==> src/rtl/pipe_ctrl.sv <==
// rtl/pipe_ctrl.sv - pipeline hazard, jump, multi-cycle-unit and memory-freeze control
//
// Purpose: generates per-stage hold/flush controls, fetch redirect and the
// multi-cycle unit (MDU) handshake for a 5-stage in-order pipeline.
//
// Ports:
//   clk, rst_n            clock, asynchronous active-low reset
//   hazard_hold_i         load-use hazard (same cycle)
//   jump_ena_i/addr_i     taken branch/jump resolved in EX and its target
//   mdu_start_i           EX holds a multi-cycle mul/div
//   mdu_done_i            MDU result valid (one-cycle pulse)
//   mem_wait_i            data memory not ready, freeze the pipe
//   *_hold_o              stage register hold
//   *_flush_o             stage register bubble insert
//   pc_jump_o/addr_o      fetch redirect (addr is 0 when no redirect)
//   mdu_go_o              one-cycle MDU launch pulse
//   mdu_err_o             sticky MDU timeout flag
//   stall_cnt_o           saturating count of cycles with pc_hold_o=1

module pipe_ctrl #(
  parameter int MDU_TIMEOUT = 64,
  parameter int CNT_W       = 16
) (
  input  logic              clk,
  input  logic              rst_n,
  input  logic              hazard_hold_i,
  input  logic              jump_ena_i,
  input  logic [31:0]       jump_addr_i,
  input  logic              mdu_start_i,
  input  logic              mdu_done_i,
  input  logic              mem_wait_i,
  output logic              pc_hold_o,
  output logic              if_id_hold_o,
  output logic              id_ex_hold_o,
  output logic              ex_mem_hold_o,
  output logic              if_id_flush_o,
  output logic              id_ex_flush_o,
  output logic              ex_mem_flush_o,
  output logic              mem_wb_flush_o,
  output logic              pc_jump_o,
  output logic [31:0]       pc_jump_addr_o,
  output logic              mdu_go_o,
  output logic              mdu_err_o,
  output logic [CNT_W-1:0]  stall_cnt_o
);

  localparam int TW = (MDU_TIMEOUT < 2) ? 1 : $clog2(MDU_TIMEOUT + 1);
  localparam logic [TW-1:0] TMO_LAST = TW'(MDU_TIMEOUT - 1);

  typedef enum logic {
    RUN = 1'b0,
    MDU = 1'b1
  } state_t;

  state_t          state, state_n;
  logic            done_pend, done_pend_n;
  logic [TW-1:0]   tmo, tmo_n;
  logic            err_q;
  logic            tmo_fire;

  always_ff @(posedge clk or negedge rst_n) begin
    if (!rst_n) begin
      state       <= RUN;
      done_pend   <= 1'b0;
      tmo         <= '0;
      err_q       <= 1'b0;
      stall_cnt_o <= '0;
    end else begin
      state     <= state_n;
      done_pend <= done_pend_n;
      tmo       <= tmo_n;
      err_q     <= err_q | tmo_fire;
      if (pc_hold_o && (stall_cnt_o != {CNT_W{1'b1}}))
        stall_cnt_o <= stall_cnt_o + CNT_W'(1);
    end
  end

  // The timeout is flagged in the same cycle the pipe is released so that
  // software sees the error together with the (invalid) result advancing.
  assign mdu_err_o = err_q | tmo_fire;

  always_comb begin
    state_n        = state;
    done_pend_n    = done_pend;
    tmo_n          = tmo;
    tmo_fire       = 1'b0;
    pc_hold_o      = 1'b0;
    if_id_hold_o   = 1'b0;
    id_ex_hold_o   = 1'b0;
    ex_mem_hold_o  = 1'b0;
    if_id_flush_o  = 1'b0;
    id_ex_flush_o  = 1'b0;
    ex_mem_flush_o = 1'b0;
    mem_wb_flush_o = 1'b0;
    pc_jump_o      = 1'b0;
    pc_jump_addr_o = 32'h0;
    mdu_go_o       = 1'b0;

    if (mem_wait_i) begin
      // Whole pipe frozen; a done pulse that lands here must not be lost.
      pc_hold_o      = 1'b1;
      if_id_hold_o   = 1'b1;
      id_ex_hold_o   = 1'b1;
      ex_mem_hold_o  = 1'b1;
      mem_wb_flush_o = 1'b1;
      if ((state == MDU) && mdu_done_i)
        done_pend_n = 1'b1;
    end else begin
      unique case (state)
        RUN: begin
          if (mdu_start_i) begin
            mdu_go_o       = 1'b1;
            pc_hold_o      = 1'b1;
            if_id_hold_o   = 1'b1;
            id_ex_hold_o   = 1'b1;
            ex_mem_flush_o = 1'b1;
            tmo_n          = '0;
            state_n        = MDU;
          end else if (jump_ena_i) begin
            pc_jump_o      = 1'b1;
            pc_jump_addr_o = jump_addr_i;
            if_id_flush_o  = 1'b1;
            id_ex_flush_o  = 1'b1;
          end else if (hazard_hold_i) begin
            pc_hold_o     = 1'b1;
            if_id_hold_o  = 1'b1;
            id_ex_flush_o = 1'b1;
          end
        end
        MDU: begin
          if (mdu_done_i || done_pend) begin
            state_n     = RUN;
            done_pend_n = 1'b0;
          end else if (tmo == TMO_LAST) begin
            tmo_fire = 1'b1;
            state_n  = RUN;
          end else begin
            pc_hold_o      = 1'b1;
            if_id_hold_o   = 1'b1;
            id_ex_hold_o   = 1'b1;
            ex_mem_flush_o = 1'b1;
            tmo_n          = tmo + TW'(1);
          end
        end
        default: state_n = RUN;
      endcase
    end
  end

endmodule

==> config.mk <==
export PLATFORM = sky130hd
export DESIGN_NAME = pipe_ctrl
export DESIGN_NICKNAME = d
export VERILOG_FILES = /design/src/rtl/pipe_ctrl.sv
export SDC_FILE = /design/constraint.sdc
export NUM_CORES = 1
export LEC_CHECK = 0
export BUFFER_PORTS_ARGS = -buffer_cell sky130_fd_sc_hd__buf_2
export CORE_ASPECT_RATIO = 2
export CORE_MARGIN = 4
export CORE_UTILIZATION = 39
export CTS_CLUSTER_SIZE = 28
export DETAILED_ROUTE_END_ITERATION = 10
export PLACE_DENSITY = 0.77
export RECOVER_POWER = 100
export SYNTH_ARGS = -nofsm -noshare
export SYNTH_HDL_FRONTEND = slang
export SYNTH_SLANG_ARGS = --single-unit
==> constraint.sdc <==
create_clock -name clk -period 1.7 [get_ports clk]
set_input_delay 0.34 -clock clk [delete_from_list [all_inputs] [get_ports clk]]
set_output_delay 0.34 -clock clk [all_outputs]
set_load 0.01 [all_outputs]
==> results of run 1 <==
[area by class of cell]
cell class              instances  area, um^2
multi-input cells             131        1100
fillers                       302        1030
repair buffers                142        1000
flip-flops and latches         26         652
well taps                      51        63.8
clock buffers                   4        55.1
inverters                       6        22.5
[registers in the layout (all words and copies together), names as in the netlist]
register	count
stall_cnt_o	16
tmo	7
done_pend	1
err_q	1
state	1
[what timing repair did]
action / in CTS / in global routing
resized for setup: 28 / 56
cloned: 3 / 0
setup buffers: 12 / 9
pin swaps: 11 / 16
setup endpoints to repair: 48 / 62
[metrics by stage]
stage               utilization  total power [W]  setup slack [ns]  std cells
finish                    0.739          0.00236            -0.472        360
global route              0.739          0.00251            -0.491        360
CTS                       0.676          0.00227            -0.359        356
detailed placement        0.589          0.00173            -0.150        338
global placement          0.589          0.00170           -0.0920        338
floorplan                     -          0.00128            -0.165        176
[synth_stat cells]
cell      instances  share of area
a21o_1            2         0.0094
a21oi_1           4          0.012
and2_1            1         0.0039
and3_1           35           0.14
and4_1            4          0.022
buf_4             4          0.019
clkbuf_1          9          0.021
dfrtp_1          26           0.41
ha_1              2          0.016
inv_1             5          0.012
inv_2             1         0.0023
mux2_1            2          0.014
nand2_1          11          0.026
nand2_2           1         0.0039
nand2b_1          2         0.0078
nand3_1           5          0.016
nand3_2           1         0.0062
nand3b_1          1         0.0047
nand4_1           5          0.020
nor2_1           11          0.026
nor3_1            8          0.025
nor3_4            1          0.010
nor3b_1           2         0.0094
nor4_1            4          0.016
nor4_2            1         0.0078
nor4b_1           1         0.0055
o21a_1            1         0.0047
o21ai_0           5          0.016
o311a_4           1          0.013
o311ai_2          1          0.010
or3_1             2         0.0078
xnor2_1           3          0.016
xor2_1           14          0.076
[worst max-delay path: cells and delay by family (launching register included)]
kind            cells  cell delay [ns]
fa+ha+maj           1             0.21
compound gates      1             0.35
simple gates        2             0.47
flops               1             0.38
buf+inv             1             0.17
[final timing paths]
path,slack [ns],startpoint,end
worst max-delay path,-0.47,tmo[0],id_ex_hold_o
worst min-delay path,0.37,rst_n,stall_cnt_o[6]
worst max register to register,-0.27,tmo[0],stall_cnt_o[11]
worst min register to register,0.49,stall_cnt_o[11],stall_cnt_o[11]
max in group asynchronous,0.42,rst_n,state
min in group clk,0.42,mdu_done_i,done_pend
[power by group through the flow]
stage | sequential [W] | combinational [W] | clock (W)
after floorplan | 0.000929 | 0.000355 | 0
after global placement | 0.000866 | 0.000832 | 0
after detailed placement | 0.000873 | 0.000853 | 0
after CTS | 0.000859 | 0.00101 | 0.000398
after global routing | 0.000882 | 0.00120 | 0.000425
final | 0.000869 | 0.00110 | 0.000395
[cell usage in the layout, fill, tap and decap left out, drive strengths merged, types with 2 or more instances in the layout]
cell / instances
nor4: 5
a21o: 2
a21oi: 4
nor3b: 2
or3: 2
clkbuf: 24
o21ai: 5
dfrtp: 26
nor2: 11
mux2: 2
nand3: 6
nor3: 9
ha: 2
nand2: 12
xnor2: 3
nand2b: 2
nand4: 5
xor2: 14
and4: 4
and3: 35
inv: 6
buf: 122
[cell families after synthesis]
family | after synthesis | synth area share
adder cells (fa/ha/maj) | 2 | 0.0156
multiplexers | 2 | 0.0140
flip-flops | 26 | 0.406
AO/OA/AOI/OAI | 14 | 0.0655
AND/OR/NAND/NOR | 96 | 0.353
buffers and inverters | 19 | 0.0538
XOR/XNOR | 17 | 0.0928
[metal layers]
layer  routed length (um)  share of wire  global-route usage  vias to the layer above
li1                     -              -                   -                      889
met1                 1920           0.33               0.216                      898
met4                  164          0.028              0.0591                        0
met3                  327          0.057              0.0212                       12
met2                 3350           0.58               0.397                       84
met5                    0              0                   0                        -
==> impl_metrics.csv, run 1 <==
group,metric,value,unit
floorplanning,pin_count,98,
timing,fin_ws,-0.472,ns
power_and_ir_drop,leakage,1.48,nW
timing,whs,0.368,ns
detailed_routing,vias,1883,
layout,drive_above_1_share,0.550,
timing,setup_viol,56,
power_and_ir_drop,ir_drop,0.643,mV
timing,rsz0062_at_grt,"true",
clocking,ctsHoldBuffers,0,
run,maxCapViolCount,0,
clocking,clk_pin_slew,0.09,ns
power_and_ir_drop,power_switching,0.000867,W
layout,area.growth.synth_to_final,80.7,%
yosys,postSynthAreaPerCell,9.11,um^2
worst_setup_path,arrival,1.83,ns
yosys,synth_nets,217,
detailed_routing,routed_wl,5.76,mm
yosys,synthCells,176,
floorplanning,core,3920,um^2
floorplanning,die_width,53.4,um
clocking,root_buffer,"clkbuf_8",
power_and_ir_drop,pwr-share-seq,0.368,
power_and_ir_drop,swShare,0.367,
global_routing,grt-ovfl-total,0,
clocking,cts_buffers,3,
yosys,yosys_warnings,0,
placement,placed_area,2310,um^2
yosys,synth_cell_types,33,
global_routing,grt_pass1_wl,8.46,mm
global_routing,antenna_found_initial,0,
timing,finClkSkew,0.00452,ns
layout,n_antenna_cell,0,
worst_setup_path,worstPathRequired,1.36,ns
global_routing,grt_pass1_vias,1929,
status,status,"finished, violations left",
detailed_routing,ant_nets,0,
placement,dp_hpwl,3.73,mm
yosys,ys_ff_latch,26,
clocking,cts_tree,"yes",
timing,worst_pin_slew,1.38,ns
global_routing,grt_max_degree,35,
clocking,htreeDepth,1,
floorplanning,dieHeight,98.7,um
worst_setup_path,path_cells,"ha_2 -> nand2_2 -> o311a_4 -> or3_1 -> buf_2",
placement,gp_congestion,0.832,
timing,post-route-min-period,2.17,ns
timing,max_freq,460,MHz
timing,fin_tns_setup,-9.47,ns
power_and_ir_drop,internal_power,0.00150,W
power_and_ir_drop,power_density,815,nW/um^2
detailed_routing,drtPass1Iterations,4,
floorplanning,start_util,0.409,
placement,port_buffers,97,
timing,hold_violations,0,
worst_setup_path,cp_slowest_stage_delay,0.40,ns
detailed_routing,route.detailed.drc,0,
worst_setup_path,end_kind,"primary output",
power_and_ir_drop,clkPwrFrac,0.167,
floorplanning,die-area,5270,um^2
yosys,syn_area,1600,um^2
worst_setup_path,start_kind,"flip-flop",
detailed_routing,routedWlPerCell,16.0,um
detailed_routing,via_per_inst,5.23,
worst_setup_path,crit_path_max_fanout,4,
timing,drv_slew,0,
worst_setup_path,crit_slowest_cell,"or3_1",
detailed_routing,drtIter0Drc,35,
clocking,clock_path_buffers,2,
layout,fin_nets,351,
yosys,yosysSeqAreaShare,0.406,
clocking,clock_latency,0.26,ns
layout,final_area,2900,um^2
hold_path,hp-class,"input pin to async pin",
clocking,clock_sinks,26,
floorplanning,num_rows,32,
power_and_ir_drop,combPwrFrac,0.465,
timing,final.period_utilization,1.28,
timing,slew_headroom,0.0822,
worst_setup_path,crit_type,"flip-flop to primary output",
status,violations,"setup timing",
global_routing,grtUsageTotal,0.205,
worst_setup_path,rr_worst_depth,9,
No activity file was read; power rests on OpenSTA's default activity.
==> run 2: changes to the inputs <==
Settings changed: ABC_CLOCK_PERIOD_IN_PS set to 1700, CELL_PAD_IN_SITES_DETAIL_PLACEMENT set to 0, CELL_PAD_IN_SITES_GLOBAL_PLACEMENT set to 1, CORE_UTILIZATION 39 to 27, PLACE_DENSITY 0.77 to not set, PLACE_DENSITY_LB_ADDON set to 0.1.
==> impl_metrics.csv, run 2 (synthesized netlist as in run 1, its figures left out) <==
group,metric,value,unit
worst_setup_path,reg2reg_to,"stall_cnt_o[15]",
floorplanning,die_width,62.5,um
layout,final_area,3210,um^2
worst_setup_path,rr_worst_depth,9,
worst_setup_path,cp.buffers_inverters,1,
timing,rsz0062_at_grt,"true",
layout,final_common_cell,"buf_2",
clocking,htreeDepth,1,
clocking,cts_tree,"yes",
timing,drv_slew,0,
global_routing,met1_usage,0.155,
layout,fin_nets,360,
clocking,cts_buffers,3,
power_and_ir_drop,leakage,1.53,nW
worst_setup_path,crit_path_max_fanout,5,
clocking,clk_pin_slew,0.07,ns
floorplanning,pin_count,98,
status,violations,"setup timing",
run,maxCapViolCount,0,
power_and_ir_drop,power_density,797,nW/um^2
timing,post-route-min-period,2.08,ns
detailed_routing,via_per_inst,5.12,
detailed_routing,ant_nets,0,
layout,largest_register,"stall_cnt_o",
clocking,root_buffer,"clkbuf_16",
detailed_routing,routedWlPerCell,16.9,um
worst_setup_path,arrival,1.74,ns
layout,n_antenna_cell,0,
placement,gp_congestion,0.758,
hold_path,whs_path_depth,3,
power_and_ir_drop,finalPower,0.00256,W
timing,finClkSkew,0.00472,ns
layout,drive_above_1_share,0.626,
global_routing,antenna_found_initial,0,
floorplanning,core,5760,um^2
global_routing,grtUsageTotal,0.152,
detailed_routing,drtPass1Iterations,4,
worst_setup_path,r2r_start,"tmo[1]",
timing,setup_viol,55,
worst_setup_path,start_kind,"flip-flop",
timing,fin_ws,-0.375,ns
global_routing,met2_usage,0.307,
floorplanning,die-area,7310,um^2
layout,largest_reg_flops,16,
timing,slew_headroom,0.0631,
layout,final_util,0.558,
layout,final_cells,379,
worst_setup_path,r2r_slack,-0.19,ns
layout,final_cell_mix,"51 x buf_2, 47 x buf_6, 32 x and3_4",
clocking,clock_sinks,26,
worst_setup_path,crit_type,"flip-flop to primary output",
clocking,clock_latency,0.26,ns
worst_setup_path,critical_path.top_delay_family,"simple AND/OR/NAND/NOR gates",
timing,fin_tns_setup,-5.42,ns
worst_setup_path,path_cells,"ha_2 -> nand2_2 -> o311a_4 -> or3_1 -> buf_2",
hold_path,min_from,"mdu_done_i",
global_routing,grt_max_degree,35,
global_routing,grt_pass1_wl,8.97,mm
placement,port_buffers,97,
global_routing,grt-ovfl-total,0,
placement,placed_area,2370,um^2
hold_path,hp-class,"input pin to flip-flop",
timing,max_freq,482,MHz
worst_setup_path,end_kind,"primary output",
global_routing,use_met3,0.0258,
global_routing,grt_pass1_vias,1959,
hold_path,min_to,"done_pend",
global_routing,top_usage_layer,"met2",
worst_setup_path,worstPathRequired,1.36,ns
layout,reg_top3,"stall_cnt_o x16, tmo x7",
floorplanning,num_rows,39,
detailed_routing,route.detailed.drc,0,
clocking,clock_path_buffers,2,
detailed_routing,routed_wl,6.39,mm
floorplanning,start_util,0.279,
placement,dp_hpwl,4.39,mm
detailed_routing,drtIter0Drc,41,
floorplanning,dieHeight,117,um
worst_setup_path,cp_slowest_stage_delay,0.36,ns
status,status,"finished, violations left",
timing,worst_pin_slew,1.41,ns
power_and_ir_drop,ir_drop,0.411,mV
worst_setup_path,crit_slowest_cell,"dfrtp_1",
timing,hold_violations,0,
timing,final.period_utilization,1.22,
layout,area.growth.synth_to_final,100,%
placement,dp_cells,355,
detailed_routing,vias,1940,
clocking,ctsHoldBuffers,0,
## run 2: timing repair
action                                  4_1_cts  5_1_grt
cloned                                        3        2
pin swaps                                     4       45
resized for setup                            32       90
buffers inserted                             14        6
endpoints found under the setup margin       53       62
## run 2: worst min-delay path: stages
cell and delay [ns]:
buf_2 0.09, a21oi_1 0.06, a21oi_1 0.10
## run 2: final cells by class
class	count	area, um^2
Fill cell	542	2550
Clock buffer	4	88.8
Sequential cell	26	652
Tap cell	61	76.3
Timing Repair Buffer	151	1180
Multi-Input combinational cell	131	1190
Inverter	6	22.5
## run 2: how the worst max path moves through the flow
stage	from	end	slack (ns)	cells past startpoint
after floorplan	tmo[0]	stall_cnt_o[1]	-0.17	7
after global placement	tmo[0]	stall_cnt_o[1]	-0.09	7
after detailed placement	tmo[0]	stall_cnt_o[1]	-0.12	7
after CTS	tmo[0]	id_ex_hold_o	-0.37	5
after global routing	tmo[1]	id_ex_hold_o	-0.42	5
final	tmo[1]	id_ex_hold_o	-0.38	5
## run 2: metal layers
metal  part of all wire  vias up  routed length [um]
met1               0.32      940                2060
met2               0.59       66                3790
li1                   -      913                   -
met4              0.036        0                 229
met3              0.049       21                 313
met5                  0        -                   0
## run 2: report_power, final
| group | total (W) | internal (W) | switching (W) |
|---|---|---|---|
| combinational | 0.00114 | 0.000568 | 0.000569 |
| clock | 0.000572 | 0.000360 | 0.000212 |
| sequential | 0.000851 | 0.000746 | 0.000105 |
## run 2: per-stage QoR
step	hold WS, ns	setup WS [ns]
final	0.366	-0.375
after global routing	0.415	-0.424
after CTS	0.102	-0.366
after detailed placement	0.384	-0.123
after global placement	0.388	-0.0859
after floorplan	0.0444	-0.165
==> run 3: changes to the inputs <==
Settings changed: ABC_AREA set to 1, BUFFER_PORTS_ARGS -buffer_cell sky130_fd_sc_hd__buf_2 to not set, CORE_UTILIZATION 27 to 39, DONT_BUFFER_PORTS set to 1.
==> impl_metrics.csv, run 3 <==
group,metric,value,unit
global_routing,antenna_found_initial,0,
yosys,synth_nets,346,
yosys,ys_ff_latch,26,
timing,fin_tns_setup,-0.736,ns
floorplanning,core,5180,um^2
clocking,root_buffer,"clkbuf_8",
timing,max_freq,574,MHz
detailed_routing,route.detailed.drc,0,
global_routing,grt-ovfl-total,0,
timing,setup_viol,29,
clocking,clock_path_buffers,2,
worst_setup_path,arrival,1.40,ns
global_routing,grt_pass1_wl,8.53,mm
yosys,synthCells,305,
floorplanning,dieHeight,112,um
layout,reg_top3,"stall_cnt_o x16, tmo x7",
hold_path,hp-class,"input pin to flip-flop",
yosys,syn_area,2100,um^2
layout,multi_input_area,1390,um^2
layout,drive_above_1_share,0.324,
global_routing,grt_pass1_vias,1825,
yosys,synth_common_cells,"81 x nand2_1, 53 x inv_1, 48 x nor2_1",
run,maxCapViolCount,0,
status,status,"finished, violations left",
floorplanning,die-area,6680,um^2
worst_setup_path,crit_top_cell,"nand2_4",
yosys,synth_top_cell_area_share,0.310,
floorplanning,die_width,59.8,um
detailed_routing,vias,1866,
layout,final_cell_mix,"79 x nand2_1, 51 x inv_1, 29 x nor2_4",
detailed_routing,ant_nets,0,
detailed_routing,routed_wl,5.46,mm
layout,final_area,2620,um^2
floorplanning,num_rows,37,
layout,seq_area,652,um^2
worst_setup_path,worstPathRequired,1.36,ns
worst_setup_path,start_kind,"flip-flop",
worst_setup_path,cp_slowest_stage_delay,0.40,ns
clocking,clk_pin_slew,0.10,ns
layout,largest_reg_flops,16,
timing,final.period_utilization,1.02,
clocking,clock_sinks,26,
yosys,yosys_warnings,0,
layout,fin_nets,369,
yosys,synth_most_common_cell,"nand2_1",
worst_setup_path,r2r_slack,0.06,ns
yosys,synthArstFlopShare,1.00,
timing,rsz0062_at_grt,"true",
layout,final_common_cell,"nand2_1",
clocking,clock_latency,0.28,ns
detailed_routing,routed.top_layer,"met4",
worst_setup_path,crit_type,"flip-flop to primary output",
clocking,htreeDepth,1,
layout,n_antenna_cell,0,
yosys,synth-edff-count,0,
layout,nFillCells,553,
detailed_routing,via_per_inst,4.85,
detailed_routing,wl_met1,1.84,mm
status,violations,"setup timing",
timing,drv_slew,0,
placement,port_buffers,0,
power_and_ir_drop,leakage,1.30,nW
detailed_routing,drtIter0Drc,27,
placement,gp_congestion,0.819,
worst_setup_path,end_kind,"primary output",
floorplanning,pin_count,98,
yosys,yosysSeqAreaShare,0.310,
worst_setup_path,path_cells,"ha_1 -> inv_1 -> nor2_4 -> nand2_4 -> nand2_4 -> buf_6 -> nand2_8",
power_and_ir_drop,power_density,824,nW/um^2
yosys,postSynthAreaPerCell,6.87,um^2
timing,hold_violations,0,
layout,final_util,0.505,
layout,area.growth.synth_to_final,25.0,%
yosys,synth_top_area_cell,"dfrtp_1",
timing,post-route-min-period,1.74,ns
timing,slew_headroom,0.543,
global_routing,grtUsageTotal,0.164,
detailed_routing,met2WireLength,3.25,mm
global_routing,grt_max_degree,27,
worst_setup_path,crit_slowest_cell,"dfrtp_1",
timing,fin_ws,-0.0410,ns
yosys,synth_area_leaders,"dfrtp_1 31%, nand2_1 15%, inv_1 9.5%",
worst_setup_path,crit_path_max_fanout,3,
floorplanning,start_util,0.404,
yosys,synth_cell_types,30,
placement,placed_area,2190,um^2
power_and_ir_drop,ir_drop,0.816,mV
clocking,cts_tree,"yes",
layout,largest_register,"stall_cnt_o",
yosys,synth_ff_type,"dfrtp_1",
timing,finClkSkew,0.00482,ns
clocking,cts_buffers,3,
placement,dp_hpwl,4.06,mm
detailed_routing,drtPass1Iterations,4,
detailed_routing,met3_length,278,um
timing,worst_pin_slew,0.686,ns
detailed_routing,routedWlPerCell,14.2,um
## run 3: final timing paths
check | startpoint | endpoint | cells after the start
max reg2reg | stall_cnt_o[0] | stall_cnt_o[15] | 8
min | mdu_done_i | done_pend | 2
min in group asynchronous | rst_n | stall_cnt_o[13] | 2
min reg2reg | err_q | err_q | 1
max in group asynchronous | rst_n | tmo[4] | 2
max | tmo[0] | pc_hold_o | 7
## run 3: final cells by class
cell class	count	area share
clock buffers	3	0.0158
clock inverters	1	0.0115
inverters	56	0.0850
multi-input cells	212	0.531
flip-flops and latches	26	0.249
well taps	58	0.0277
repair buffers	29	0.0802
## run 3: logic make-up (layout without fill, tap and decap cells)
family,count (synthesis),in the layout,synth area share
compound gates,14,14,0.0358
fa+ha+maj,2,2,0.0119
flops,26,26,0.310
buf+inv,67,89,0.152
simple gates,188,188,0.456
xor+xnor,8,8,0.0334
## run 3: report_power, final
| part | switching [W] | internal [W] |
|---|---|---|
| Clock | 0.000208 | 0.000315 |
| Combinational | 0.000483 | 0.000302 |
| Sequential | 0.000139 | 0.000711 |
## run 3: stage by stage
step	instances	hold slack, ns	setup WS, ns	total power [W]
6_report	385	0.216	-0.0410	0.00216
5_1_grt	385	0.238	-0.150	0.00230
4_1_cts	383	0.214	-0.0609	0.00219
3_5_place_dp	368	0.0449	0.0942	0.00154
3_3_place_gp	368	0.0450	0.122	0.00154
2_1_floorplan	305	0.0444	0.0756	0.00141
## run 3: per-layer routing
metal / GRT usage / up-vias
li1: - / 942
met1: 0.160 / 860
met2: 0.325 / 57
met3: 0.0232 / 7
met4: 0.0533 / 0
met5: 0 / -
## run 3: timing repair
item / in CTS / in global routing
setup endpoints to repair: 37 / 36
cloned: 1 / 0
endpoints found under the hold margin: 26 / 0
pin swaps: 4 / 5
resized for setup: 47 / 36
hold buffers: 2 / 0
setup buffers: 8 / 2
## run 3: worst max-delay path: cells and delay by family (launching register included)
family / cells / cell delay (ns)
buffers and inverters: 2 / 0.23
adder cells (fa/ha/maj): 1 / 0.21
flip-flops: 1 / 0.40
AND/OR/NAND/NOR: 4 / 0.29
